<file path="config.mk">
export PLATFORM = sky130hd
export DESIGN_NAME = apb_reg_slv
export DESIGN_NICKNAME = d
export VERILOG_FILES = /design/src/rtl/apb_reg_pkg.sv /design/src/rtl/apb_slv_fsm.sv /design/src/rtl/apb_reg_slv.sv
export SDC_FILE = /design/constraint.sdc
export NUM_CORES = 1
export LEC_CHECK = 0
export ABC_AREA = 1
export BUFFER_PORTS_ARGS = -buffer_cell sky130_fd_sc_hd__clkbuf_2
export CORE_UTILIZATION = 40
export CTS_CLUSTER_DIAMETER = 30
export DETAILED_ROUTE_END_ITERATION = 8
export SLEW_MARGIN = 5
export SYNTH_ARGS = -nofsm -noshare
export SYNTH_HDL_FRONTEND = slang
export SYNTH_SLANG_ARGS = --single-unit
</file>
<file path="constraint.sdc">
create_clock -name clk -period 5.7 [get_ports clk]
set_input_delay 1.14 -clock clk [delete_from_list [all_inputs] [get_ports clk]]
set_output_delay 1.14 -clock clk [all_outputs]
set_load 0.05 [all_outputs]
</file>
<file path="src/rtl/apb_reg_pkg.sv">
// Shared types, constants and address decode for the APB register slave.
package apb_reg_pkg;

   typedef enum logic {
      IDLE = 1'b0,
      ACC  = 1'b1
   } apb_state_e;

   localparam int unsigned IDX_ID  = 0;
   localparam int unsigned IDX_STS = 1;
   localparam int unsigned WAIT_W  = 4;

   // An access errors on a misaligned address, an index past the map,
   // or a write aimed at one of the read-only words (ID, STATUS).
   function automatic logic decode_err(input logic [31:0] addr,
                                       input logic        write,
                                       input int unsigned num_regs);
      logic [31:0] word;
      word = {2'b00, addr[31:2]};
      return (addr[1:0] != 2'b00) || (word >= num_regs) ||
             (write && (word <= IDX_STS));
   endfunction

endpackage

</file>
<file path="src/rtl/apb_slv_fsm.sv">
// APB completer handshake: setup/access tracking, wait-state counter and
// abort detection. Address/direction/data are held from the setup edge.
module apb_slv_fsm
   import apb_reg_pkg::*;
#(
   parameter int WAIT_CYCLES = 1
) (
   input  logic        clk,
   input  logic        rst,
   input  logic        psel,
   input  logic        penable,
   input  logic [31:0] paddr,
   input  logic        pwrite,
   input  logic [31:0] pwdata,
   output logic        pready,
   output logic        acc_done,
   output logic        acc_abort,
   output logic [31:0] lat_addr,
   output logic        lat_write,
   output logic [31:0] lat_wdata
);

   // state | meaning
   // IDLE  | no transfer open; waiting for a setup phase (psel=1, penable=0)
   // ACC   | access phase; counting wait states, completes when cnt reaches 0

   apb_state_e        state_q, state_d;
   logic [WAIT_W-1:0] cnt_q, cnt_d;
   logic              load;

   // pready comes only from flops so the requester sees no input-to-output path
   assign pready = (state_q == ACC) && (cnt_q == '0);

   // State, wait counter and transfer latch
   always_ff @(posedge clk) begin
      if (rst) begin
         state_q   <= IDLE;
         cnt_q     <= '0;
         lat_addr  <= '0;
         lat_write <= 1'b0;
         lat_wdata <= '0;
      end else begin
         state_q <= state_d;
         cnt_q   <= cnt_d;
         if (load) begin
            lat_addr  <= paddr;
            lat_write <= pwrite;
            lat_wdata <= pwdata;
         end
      end
   end

   // Next-state, counter and completion/abort decode
   always_comb begin
      state_d   = state_q;
      cnt_d     = cnt_q;
      load      = 1'b0;
      acc_done  = 1'b0;
      acc_abort = 1'b0;
      case (state_q)
         IDLE: begin
            if (psel && !penable) begin
               state_d = ACC;
               cnt_d   = WAIT_W'(WAIT_CYCLES);
               load    = 1'b1;
            end
         end
         ACC: begin
            if (!(psel && penable)) begin
               acc_abort = 1'b1;
               state_d   = IDLE;
               cnt_d     = '0;
            end else if (cnt_q == '0) begin
               acc_done = 1'b1;
               state_d  = IDLE;
            end else begin
               cnt_d = cnt_q - 1'b1;
            end
         end
         default: state_d = IDLE;
      endcase
   end

endmodule

</file>
<file path="src/rtl/apb_reg_slv.sv">
// APB register slave: ID word, live status word and a bank of RW registers
// with per-register write strobes for the host block.
module apb_reg_slv
   import apb_reg_pkg::*;
#(
   parameter int          NUM_REGS    = 8,
   parameter int          WAIT_CYCLES = 1,
   parameter logic [31:0] ID_VALUE    = 32'h0A9B_0001
) (
   input  logic                   clk,
   input  logic                   rst,
   input  logic                   psel,
   input  logic                   penable,
   input  logic [31:0]            paddr,
   input  logic                   pwrite,
   input  logic [31:0]            pwdata,
   output logic                   pready,
   output logic [31:0]            prdata,
   output logic                   pslverr,
   input  logic [31:0]            sts_i,
   output logic [NUM_REGS*32-1:0] reg_q,
   output logic [NUM_REGS-1:0]    wr_pulse
);

   localparam int IDX_W = $clog2(NUM_REGS);

   logic             acc_done, acc_abort, lat_write, lat_err, commit;
   logic [31:0]      lat_addr, lat_wdata;
   logic [IDX_W-1:0] lat_idx;
   logic [31:0]      rw_q [2:NUM_REGS-1];

   apb_slv_fsm #(.WAIT_CYCLES(WAIT_CYCLES)) u_fsm (
      .clk       (clk),
      .rst       (rst),
      .psel      (psel),
      .penable   (penable),
      .paddr     (paddr),
      .pwrite    (pwrite),
      .pwdata    (pwdata),
      .pready    (pready),
      .acc_done  (acc_done),
      .acc_abort (acc_abort),
      .lat_addr  (lat_addr),
      .lat_write (lat_write),
      .lat_wdata (lat_wdata)
   );

   assign lat_err = decode_err(lat_addr, lat_write, NUM_REGS);
   assign lat_idx = lat_addr[IDX_W+1:2];
   assign commit  = acc_done && !acc_abort && lat_write && !lat_err;
   assign pslverr = pready && lat_err;

   // Register bank update and one-cycle write strobe after each committed write
   always_ff @(posedge clk) begin
      if (rst) begin
         for (int i = 2; i < NUM_REGS; i++) rw_q[i] <= '0;
         wr_pulse <= '0;
      end else begin
         wr_pulse <= '0;
         for (int i = 2; i < NUM_REGS; i++) begin
            if (commit && (lat_idx == IDX_W'(i))) begin
               rw_q[i]     <= lat_wdata;
               wr_pulse[i] <= 1'b1;
            end
         end
      end
   end

   // Read data mux; driven to zero outside the pready cycle and on errors
   always_comb begin
      prdata = '0;
      if (pready && !lat_write && !lat_err) begin
         if (lat_idx == IDX_W'(IDX_ID)) begin
            prdata = ID_VALUE;
         end else if (lat_idx == IDX_W'(IDX_STS)) begin
            prdata = sts_i;
         end else begin
            for (int i = 2; i < NUM_REGS; i++) begin
               if (lat_idx == IDX_W'(i)) prdata = rw_q[i];
            end
         end
      end
   end

   assign reg_q[31:0]  = ID_VALUE;
   assign reg_q[63:32] = sts_i;
   for (genvar g = 2; g < NUM_REGS; g++) begin : g_slot
      assign reg_q[g*32 +: 32] = rw_q[g];
   end

endmodule

</file>
After elaboration in Yosys (flattened, before gate mapping)
Memory sizes are Yosys's and may differ from the RTL's. Index checks and enable logic that the tools add are counted.

Eq/ne operators: 9. Reduce and logical (&&, ||, !) cells: 26. Magnitude comparators: 2. Add/sub/neg operators: 1. Bitwise operators: 7. Muxes and demuxes: 49.

Operators by type and width (number): 32-bit 2-to-1 mux (15); 30-bit by 4-bit >= comparator with 1-bit output (second input constant) (1); 30-bit by 1-bit less-or-equal comparator with 1-bit output (second input constant) (1); 1-bit 2-to-1 mux (29); 1-bit logical AND (16); 3-bit == test (second input constant) (4); 4-bit 2-to-1 mux (3); 4-bit one-hot mux with 2 select lines (1); 3-bit by 2-bit == test with 1-bit output (second input constant) (2); 1-bit bitwise OR (6); 1-bit zero test (4); 4-bit zero test (1); 4-bit by 1-bit subtractor with 4-bit output (second input constant) (1); 3-bit by 1-bit == test with 1-bit output (second input constant) (1); 3-bit zero test (1); 3-bit != test (second input constant) (1); 1-bit logical OR (2); 2-bit by 1-bit != test with 1-bit output (second input constant) (1); 1-bit one-hot mux with 2 select lines (1); 2-bit AND reduction (1); 2-bit nonzero test (1); 1-bit inverter (1).

Memories kept: 1. Word-level logic and storage cells: 102. Output and inout port bits: 298. Input bits: 101. Bits in writable memories: 192. Flip-flop bits (word level): 78.

Memories: rw_q (words 6, bits a word 32, rd ports 6, clocked after Yosys merged registers in 0, write ports 6, RTL line apb_reg_slv.sv:30) `logic [31:0] rw_q [2:NUM_REGS-1];`.

Longest topological paths before layout
Gate-level depths: netlist (run 1).

Word-level depth: 12. Mapped depth: 11. Gate-level depth less buffers: 9.

By module
From an unflattened synthesis (run 1), not the netlist that was laid out.

Cell total of the unflattened synthesis: 1374. Area total of the unflattened synthesis: 12709.7 sq um.

By module, submodules not included: apb_reg_slv (seq. area each 5885.6 sq um, area an instance 10069.7 sq um, times used 1, cells an instance 1041); apb_slv_fsm (seq. area each 1401.3 sq um, area an instance 2640.0 sq um, times used 1, cells an instance 333).

Least setup slack after synthesis (run 1)
OpenSTA, ideal clock, no wires.

Path kind: reg2out. Start point: reg u_fsm.cnt_q[0]. End point: out prdata[13]. Arrival: 2.431 ns. Setup slack: 2.129 ns. Path buffers: 1. Cell stages (with the launch flop): 8. Required time: 4.560 ns. Cells stage by stage: dfxtp_1 > inv_1 > ha_1 > nand3_2 > nor3_1 > nand4_1 > buf_2 > nor3_1.

Cells in the longest elaborated chain, start to end: 5.

Ends and longest elaborated chain: start: declaration (RTL line apb_slv_fsm.sv:28) `logic [WAIT_W-1:0] cnt_q, cnt_d;`; start signal: assignment (RTL line apb_slv_fsm.sv:44) `cnt_q <= cnt_d;`; 4-bit zero test (RTL line apb_slv_fsm.sv:32) `assign pready = (state_q == ACC) && (cnt_q == '0);`; 1-bit logical AND (RTL line apb_slv_fsm.sv:32); 1-bit logical AND (2 in series) (RTL line apb_reg_slv.sv:72) `if (pready && !lat_write && !lat_err) begin`; 32-bit 2-to-1 mux (RTL line apb_reg_slv.sv:72); end: declaration (RTL line apb_reg_slv.sv:18) `output logic [31:0] prdata,`.

Every way passes these cells.

Final worst setup path (run 1)
Start point: reg u_fsm.lat_addr[3]. End point: out prdata[0].

Cells in the longest elaborated chain, start to end: 10. Elaborated cells on any way between the ends: 24. Classes of those cells: order compare (2); eq/ne (7); mux (9); reduce/logical (6).

Ends and longest elaborated chain: start: declaration (RTL line apb_slv_fsm.sv:18) `output logic [31:0] lat_addr,`; start signal: assignment (RTL line apb_slv_fsm.sv:46) `lat_addr <= paddr;`; branches (longest 9 deep; another with 30-bit by 4-bit >= comparator with 1-bit output); 32-bit 2-to-1 mux * (RTL line apb_reg_slv.sv:72).

Mark *: on every way between the ends.

==> flow_metrics.py, run 1 <==
metrics = {
    "job": {
        "drv_cap": 0,
    },
    "logic_synthesis": {
        "netlist_instances": 1343,
        "synth_seq_cells": 268,
        "synth_cell_types": 30,
        "avgSynthCellArea_um2": 10.1,
        "seq_area_frac_synth": 0.539,
        "syn_area_um2": 13500,
        "ys_warn_count": 0,
    },
    "clocking": {
        "clock_sinks": 268,
        "clk_latency_ns": 0.56,
        "cts_buffers": 68,
        "cts-root-buf": "clkbuf_16",
        "holdBufCountCts": 0,
        "cts_htree_levels": 3,
        "cts_setup_buffers": 0,
        "cts_max_path_buffers": 3,
        "cts_tree": "yes",
        "path_clk_slew_ns": 0.04,
        "cts_resized": 0,
    },
    "worst_setup_path": {
        "cpMostUsedCell": "nand2_1",
        "cp_slowest_cell": "nand3_2",
        "worstSetupEndpointType": "primary output",
        "r2r_slack_ns": 2.09,
        "worstSetupPathType": "reg2out",
        "cp_cell_sequence": "buf_4 > nand3_2 > clkinv_1 > nand2_1 > nand4_1 > nand2_1 > inv_1 > clkbuf_2",
        "slowest_delay_ns": 0.78,
        "worstPathArrival_ns": 3.42,
        "start_kind": "register",
        "required_ns": 4.56,
        "cp_max_fo": 45,
    },
    "drt": {
        "drt_iter0_markers": 724,
        "via_count": 11374,
        "drc": 0,
        "vias_per_cell": 5.28,
        "wire_per_inst_um": 22.0,
        "first_pass_iters": 5,
        "ant_nets": 0,
        "totalWireLength_mm": 47.5,
    },
    "grt": {
        "gr-usage-all-layers": 0.270,
        "grt_start_max_net_pins": 96,
        "grt-ovfl-total": 0,
        "first_global_vias": 10793,
        "grt_pass1_wl_mm": 67.6,
        "grt_antenna_before_repair": 2,
    },
    "sta": {
        "post-route-min-period_ns": 4.56,
        "rsz0062_at_grt": "no",
        "timing.slew.headroom": 0.234,
        "timing_hold_violations_final": 0,
        "worst_slew_pin_slew_ns": 1.14,
        "setup_violations": 0,
        "fin_tns_setup_ns": 0,
        "fin_ws_ns": 1.14,
        "skew_ns": 0.0282,
        "fmax_mhz": 219,
        "drv_slew": 0,
        "fin_crit_sh": 0.799,
        "holdWs_ns": 0.440,
    },
    "die": {
        "num_rows": 66,
        "core-area_um2": 32900,
        "fp.dieH_um": 186,
        "start_util": 0.411,
        "ios": 399,
        "dieArea_um2": 34500,
        "die_w_um": 186,
    },
    "place": {
        "hpwl_mm": 30.0,
        "place_inst": 2030,
        "portBuffers": 364,
        "dp_slack_ns": 1.69,
        "globalplace.congestion": 0.843,
    },
    "worst_hold_path": {
        "hold_path_class": "reg2reg",
    },
    "outcome": {
        "status": "finished, final reports clean",
    },
    "pwr": {
        "leakage_nw": 7.10,
        "p_per_area_nw_per_um2": 387,
        "vdd_drop_max_uv": 236,
    },
    "finish": {
        "diodes": 0,
        "nets": 1760,
        "drive_gt1_frac": 0.402,
        "syn_to_final_growth_pct": 29.2,
        "final_cell_count_no_fill": 2155,
    },
}
## final timing paths
kind	startpoint	end	cells past startpoint
max	u_fsm.lat_addr[3]	prdata[0]	8
min	u_fsm.lat_addr[16]	u_fsm.lat_addr[16]	2
max reg2reg	u_fsm.lat_addr[3]	rw_q[0][202]	5
min reg2reg	u_fsm.lat_addr[16]	u_fsm.lat_addr[16]	2
## cells in the final DEF, fill, tap and decap left out, types with 4 or more instances in the layout
cell type / count
nor3_2: 169
conb_1: 34
edfxtp_1: 192
clkbuf_16: 71
inv_2: 5
nor2_1: 103
inv_1: 118
nand2_1: 130
clkbuf_8: 6
nand4_1: 92
clkbuf_1: 14
buf_4: 17
clkinv_1: 5
o21ai_0: 68
nor3_1: 67
nand4_4: 6
dfxtp_1: 73
a21oi_1: 80
nand3_1: 41
clkinv_2: 14
clkinv_4: 4
nand2_2: 7
clkbuf_2: 363
bufinv_16: 5
## cells by family after synthesis
family	count (synthesis)	synth area share
other	2	0.000556
AND/OR/NAND/NOR	628	0.292
flip-flops	268	0.539
buffers and inverters	292	0.110
AO/OA/AOI/OAI	152	0.0571
adder cells (fa/ha/maj)	1	0.000926
## synth_stat cells (all sizes together)
cell,count,area share
conb,2,0.00056
clkinv,3,0.00083
and3,1,0.00046
o21a,3,0.0017
clkbuf,72,0.020
nor3,237,0.15
buf,96,0.056
or2,3,0.0014
edfxtp,192,0.43
o21ai,68,0.025
nor3b,1,0.00056
nand4,98,0.052
inv,121,0.034
a21oi,80,0.030
nor2,106,0.031
a311oi,1,0.00065
nand3,45,0.017
nand2,137,0.038
ha,1,0.00093
dfxtp,76,0.11
## state kept, by name, indices dropped and copies added, names as in the netlist
signal           count
wr_pulse             6
u_fsm.lat_write      1
rw_q               192
u_fsm.lat_wdata     32
u_fsm.lat_addr      32
u_fsm.cnt_q          4
u_fsm.state_q        1
## final cells by class
class                      count  area, µm²
multi-input combinational    815       4900
clock buffer                  91       1910
clock inverter                34        382
timing repair buffer         381       1960
inverter                     124        465
fill                        2963      15400
tap                          442        553
sequential                   268       7290
## where the power goes
part           switching (mW)  internal (mW)  leakage, nW
combinational           0.617          0.135         3.36
sequential             0.0466           2.17         2.61
clock                    1.20           2.59         1.13
## per-stage QoR
stage,util,total power [mW],area (µm²)
after floorplan,-,2.81,13600
after global placement,0.462,2.99,15200
after detailed placement,0.462,3.00,15200
after CTS,0.531,6.79,17500
after global routing,0.531,6.95,17500
final,0.531,6.76,17500
## critical path: cells and delay by family (launching register included)
family | cells | cell delay (ns)
buf+inv | 4 | 1.47
flops | 1 | 0.31
simple gates | 4 | 1.09
## metal layers
metal,vias up,GRT usage,routed length [µm]
li1,5268,-,-
met2,572,0.445,22900
met3,91,0.0671,4000
met5,-,0,27
met1,5439,0.332,19000
met4,4,0.121,1670
Power figures use the tool's default switching activity.
==> run 2, diff against run 1 <==
--- a/config.mk
+++ b/config.mk
@@ -5,11 +5,12 @@
 export SDC_FILE = /design/constraint.sdc
 export NUM_CORES = 1
 export LEC_CHECK = 0
-export ABC_AREA = 1
+export ABC_AREA = 0
 export BUFFER_PORTS_ARGS = -buffer_cell sky130_fd_sc_hd__clkbuf_2
 export CORE_UTILIZATION = 40
 export CTS_CLUSTER_DIAMETER = 30
 export DETAILED_ROUTE_END_ITERATION = 8
+export PLACE_DENSITY = 0.65
 export SLEW_MARGIN = 5
 export SYNTH_ARGS = -nofsm -noshare
 export SYNTH_HDL_FRONTEND = slang
==> constraint.sdc (replaced) <==
create_clock -name clk -period 4.8 [get_ports clk]
set_input_delay 0.96 -clock clk [delete_from_list [all_inputs] [get_ports clk]]
set_output_delay 0.96 -clock clk [all_outputs]
set_load 0.05 [all_outputs]
==> flow_metrics.py, run 2 <==
metrics = {
    "die": {
        "die_w_um": 178,
        "start_util": 0.406,
        "core-area_um2": 30600,
        "fp.dieH_um": 178,
        "num_rows": 64,
        "dieArea_um2": 31800,
        "ios": 399,
    },
    "worst_setup_path": {
        "cp_max_fo": 24,
        "worstSetupEndpointType": "primary output",
        "worstSetupPathType": "reg2out",
        "r2r_slack_ns": 1.45,
        "worstPathArrival_ns": 3.56,
        "start_kind": "register",
        "required_ns": 3.84,
    },
    "logic_synthesis": {
        "seq_area_frac_synth": 0.586,
        "netlist_instances": 1209,
        "synth-edff-count": 192,
        "synthTopCellsByArea": "edfxtp_1 (46%), dfxtp_1 (12%), nor2_1 (7.0%)",
        "synthTopCellsByCount": "nor2_1 (232), edfxtp_1 (192), nand2_1 (176), dfxtp_1 (76), buf_4 (75)",
        "synth_top_area_cell": "edfxtp_1",
        "synth_seq_cells": 268,
        "ys_async_sr_fraction": 0,
        "synth_most_common_cell": "nor2_1",
        "synth_cell_types": 49,
        "syn_area_um2": 12400,
        "synth_top_area_share": 0.464,
        "avgSynthCellArea_um2": 10.3,
        "ys_warn_count": 0,
        "synthFlopType": "edfxtp_1",
    },
    "finish": {
        "final_common_cell": "clkbuf_2",
        "nets": 1622,
        "drive_gt1_frac": 0.324,
        "postLayoutCellArea_um2": 16100,
        "layout_common_cells": "clkbuf_2 (354), nor2_1 (231), edfxtp_1 (192), nand2_1 (169), dfxtp_1 (73)",
        "largest-register": "rw_q",
        "syn_to_final_growth_pct": 29.5,
        "reg_top3": "rw_q: 192 flops, u_fsm.lat_addr: 32 flops, u_fsm.lat_wdata: 32 flops",
        "largest_reg_flops": 192,
        "diodes": 0,
    },
    "clocking": {
        "path_clk_slew_ns": 0.05,
        "clock_sinks": 268,
        "cts-root-buf": "clkbuf_16",
        "cts_setup_buffers": 0,
        "clk_latency_ns": 0.56,
        "cts_resized": 0,
        "cts_tree": "yes",
        "holdBufCountCts": 0,
        "cts_htree_levels": 2,
        "cts_buffers": 55,
        "cts_max_path_buffers": 3,
    },
    "pwr": {
        "p_per_area_nw_per_um2": 444,
        "vdd_drop_max_uv": 277,
        "leakage_nw": 6.23,
        "total_power_mw": 7.14,
    },
    "sta": {
        "fmax_mhz": 221,
        "drv_slew": 0,
        "setup_violations": 0,
        "timing.slew.headroom": 0.165,
        "worst_slew_pin_slew_ns": 1.25,
        "post-route-min-period_ns": 4.52,
        "fin_crit_sh": 0.942,
        "timing_hold_violations_final": 0,
        "rsz0062_at_grt": "no",
        "skew_ns": 0.0214,
        "fin_tns_setup_ns": 0,
    },
    "place": {
        "globalplace.congestion": 0.943,
        "portBuffers": 364,
        "post_dp_cell_area_um2": 14300,
        "hpwl_mm": 28.9,
    },
    "grt": {
        "gr-usage-all-layers": 0.265,
        "grt_pass1_wl_mm": 62.0,
        "grt_start_max_net_pins": 74,
        "grt_antenna_before_repair": 1,
        "grt-ovfl-total": 0,
        "first_global_vias": 10078,
    },
    "worst_hold_path": {
        "hold_path_class": "reg2reg",
    },
    "drt": {
        "via_count": 10630,
        "drt_iter0_markers": 1059,
        "ant_nets": 0,
        "vias_per_cell": 5.42,
        "wire_per_inst_um": 22.0,
        "drc": 0,
        "totalWireLength_mm": 43.2,
        "first_pass_iters": 6,
    },
    "job": {
        "drv_cap": 0,
    },
    "outcome": {
        "status": "finished, final reports clean",
    },
}
## run 2: changes by cell type after synthesis, moves of 39 or more
cell	previous run	this run
nor3_2	169	0
nand4_1	92	7
o21ai_0	68	26
nor2_1	104	232
inv_1	118	6
nand3_1	43	3
nand2_1	137	176
nor3_1	67	6
## run 2: cells by family after synthesis
| family | count (synthesis) | synth area share |
|---|---|---|
| AOI/OAI and AO/OA | 208 | 0.117 |
| adders and majority gates | 1 | 0.00101 |
| buffers and inverters | 170 | 0.0776 |
| DFF | 268 | 0.586 |
| muxes | 27 | 0.0238 |
| other | 2 | 0.000604 |
| and+or+nand+nor | 533 | 0.194 |
## run 2: metrics by stage
step	setup WS (ns)	util	std cells	hold WS, ns
2_1_floorplan	1.28	-	1241	0.436
3_3_place_gp	0.991	0.466	1859	0.443
3_5_place_dp	0.893	0.466	1859	0.447
4_1_cts	0.313	0.526	1960	0.453
5_1_grt	0.132	0.526	1960	0.471
6_report	0.279	0.526	1960	0.452
## run 2: per-layer routing
metal	GRT usage	vias to the layer above	share of wire
met1	0.348	5141	0.42
li1	-	4854	-
met2	0.434	550	0.48
met4	0.0922	0	0.027
met3	0.0556	85	0.075
met5	0	-	0
## run 2: worst max-delay path, stage by stage (launching register included)
cell and delay [ns]:
dfxtp_2 0.76, buf_4 0.42, and2b_1 0.22, buf_4 0.24, and2_1 0.29, buf_4 0.24
a222oi_1 0.42, a211oi_1 0.19, buf_12 0.20
## run 2: path summary, 6_finish.rpt
check | start | endpoint | depth (start not counted)
min | u_fsm.lat_wdata[1] | u_fsm.lat_wdata[1] | 2
max reg2reg | u_fsm.lat_addr[2] | rw_q[0][111] | 6
max | u_fsm.lat_addr[2] | prdata[8] | 8
min reg2reg | u_fsm.lat_wdata[1] | u_fsm.lat_wdata[1] | 2
## run 2: report_power, final
group / switching, mW / internal, mW
clock: 1.24 / 2.47
sequential: 0.0722 / 2.57
combinational: 0.626 / 0.166
## run 2: layout make-up
type / count / area [µm²]
Fill cell: 2761 / 14500
Inverter: 7 / 26.3
Clock buffer: 70 / 1490
Timing Repair Buffer: 385 / 2110
Sequential cell: 268 / 7290
Multi-Input combinational cell: 803 / 4320
Clock inverter: 31 / 350
Tap cell: 396 / 495
==> run 3, diff against run 2 <==
--- a/config.mk
+++ b/config.mk
@@ -8,6 +8,7 @@
 export ABC_AREA = 0
 export BUFFER_PORTS_ARGS = -buffer_cell sky130_fd_sc_hd__clkbuf_2
 export CORE_UTILIZATION = 40
+export CTS_BUF_LIST = sky130_fd_sc_hd__clkbuf_4 sky130_fd_sc_hd__clkbuf_8
 export CTS_CLUSTER_DIAMETER = 30
 export DETAILED_ROUTE_END_ITERATION = 8
 export PLACE_DENSITY = 0.65
==> flow_metrics.py, run 3 (synthesis gave the netlist of run 2 again) <==
metrics = {
    "clocking": {
        "cts_buffers": 55,
        "cts_setup_buffers": 0,
        "cts_tree": "yes",
        "clock_sinks": 268,
        "cts_resized": 0,
        "clk_latency_ns": 0.58,
        "cts_max_path_buffers": 3,
        "cts-root-buf": "clkbuf_8",
        "path_clk_slew_ns": 0.05,
        "holdBufCountCts": 0,
        "cts_htree_levels": 2,
    },
    "finish": {
        "fill_cells": 2837,
        "final_common_cell": "clkbuf_2",
        "layout_common_cells": "clkbuf_2 (354), nor2_1 (231), edfxtp_1 (192), nand2_1 (169), dfxtp_1 (73)",
        "diodes": 0,
        "largest_reg_flops": 192,
        "reg_top3": "rw_q: 192 flops, u_fsm.lat_addr: 32 flops, u_fsm.lat_wdata: 32 flops",
        "fin_util": 0.508,
        "postLayoutCellArea_um2": 15500,
        "syn_to_final_growth_pct": 25.0,
        "nets": 1622,
        "drive_gt1_frac": 0.328,
        "largest-register": "rw_q",
    },
    "worst_setup_path": {
        "worstSetupPathType": "reg2out",
        "start_kind": "register",
        "cpMostUsedCell": "buf_4",
        "worstSetupEndpointType": "primary output",
        "cp_slowest_cell": "dfxtp_2",
        "reg2reg_from": "u_fsm.lat_addr[2]",
        "required_ns": 3.84,
        "worstPathArrival_ns": 3.58,
        "cp.buffers_inverters": 4,
        "cp_cell_sequence": "buf_4 > and2b_1 > buf_4 > and2_1 > buf_4 > a222oi_1 > a211oi_1 > buf_12",
        "r2r_slack_ns": 1.44,
        "slowest_delay_ns": 0.77,
        "cp_top_family": "buffers and inverters",
        "cp_max_fo": 24,
        "r2r_cells": 6,
        "reg2reg_to": "rw_q[0][105]",
    },
    "die": {
        "dieArea_um2": 31800,
        "start_util": 0.406,
        "die_w_um": 178,
        "core-area_um2": 30600,
        "fp.dieH_um": 178,
        "ios": 399,
        "num_rows": 64,
    },
    "grt": {
        "grt_use_met1": 0.343,
        "grt_antenna_before_repair": 1,
        "met2_usage": 0.434,
        "grt-busiest-layer": "met2",
        "grt_pass1_wl_mm": 61.9,
        "grt-ovfl-total": 0,
        "first_global_vias": 10077,
        "grt_start_max_net_pins": 74,
        "grt_util_met3": 0.0554,
        "gr-usage-all-layers": 0.264,
    },
    "sta": {
        "setup_violations": 0,
        "fin_tns_setup_ns": 0,
        "holdWs_ns": 0.453,
        "drv_slew": 0,
        "fmax_mhz": 220,
        "skew_ns": 0.0311,
        "fin_crit_sh": 0.947,
        "post-route-min-period_ns": 4.54,
        "rsz0062_at_grt": "no",
        "timing_hold_violations_final": 0,
        "timing.slew.headroom": 0.181,
        "worst_slew_pin_slew_ns": 1.22,
    },
    "pwr": {
        "p_per_area_nw_per_um2": 396,
        "total_power_mw": 6.15,
        "leakage_nw": 6.00,
        "vdd_drop_max_uv": 218,
    },
    "worst_hold_path": {
        "hold_path_class": "reg2reg",
        "hp-start": "u_fsm.lat_wdata[1]",
        "min_path_cells": 2,
        "whs_endpoint": "u_fsm.lat_wdata[1]",
    },
    "place": {
        "post_dp_cell_area_um2": 14300,
        "hpwl_mm": 28.9,
        "portBuffers": 364,
        "globalplace.congestion": 0.943,
    },
    "drt": {
        "ant_nets": 0,
        "first_pass_iters": 6,
        "via_count": 10599,
        "totalWireLength_mm": 43.1,
        "drc": 0,
        "wire_per_inst_um": 22.0,
        "drt_iter0_markers": 913,
        "vias_per_cell": 5.41,
    },
    "job": {
        "drv_cap": 0,
    },
    "outcome": {
        "status": "finished, final reports clean",
    },
}
## run 3: power by group
group | internal [mW] | switching [mW] | leakage [nW] | total [mW]
Clock | 1.72 | 1.01 | 0.658 | 2.73
Combinational | 0.166 | 0.625 | 2.74 | 0.792
Sequential | 2.56 | 0.0720 | 2.60 | 2.63
## run 3: area by class of cell
class | count | area (µm²) | share of cell area
sequential | 268 | 7290 | 0.469
multi-input combinational | 803 | 4320 | 0.278
timing repair buffer | 385 | 2110 | 0.136
tap | 396 | 495 | 0.0319
clock buffer | 73 | 905 | 0.0582
clock inverter | 27 | 380 | 0.0245
inverter | 7 | 26.3 | 0.00169
## run 3: routing by layer
layer  part of all wire  wire length (µm)  vias to the layer above
li1                   -                 -                     4844
met1               0.41             17700                     5090
met3              0.076              3280                       96
met4              0.030              1300                        0
met2               0.48             20800                      569
met5                  0                 0                        -
## run 3: worst max-delay path by stage
stage / from / end / cells after the start
floorplan: u_fsm.cnt_q[0] / prdata[14] / 7
global placement: u_fsm.lat_addr[2] / prdata[11] / 8
detailed placement: u_fsm.lat_addr[2] / prdata[10] / 8
CTS: u_fsm.lat_addr[2] / prdata[10] / 8
global route: u_fsm.lat_addr[2] / prdata[10] / 8
finish: u_fsm.lat_addr[2] / prdata[10] / 8
## run 3: metrics by stage
stage,instances,setup WS [ns]
after CTS,1959,0.273
after global placement,1859,0.991
after floorplan,1241,1.28
final,1959,0.256
after global routing,1959,0.0884
after detailed placement,1859,0.893
## run 3: tightest hold or removal path, cell delays in order, from the launching register on
cell and delay, ns:
dfxtp_1 0.30, nand2_1 0.05, a21oi_1 0.05
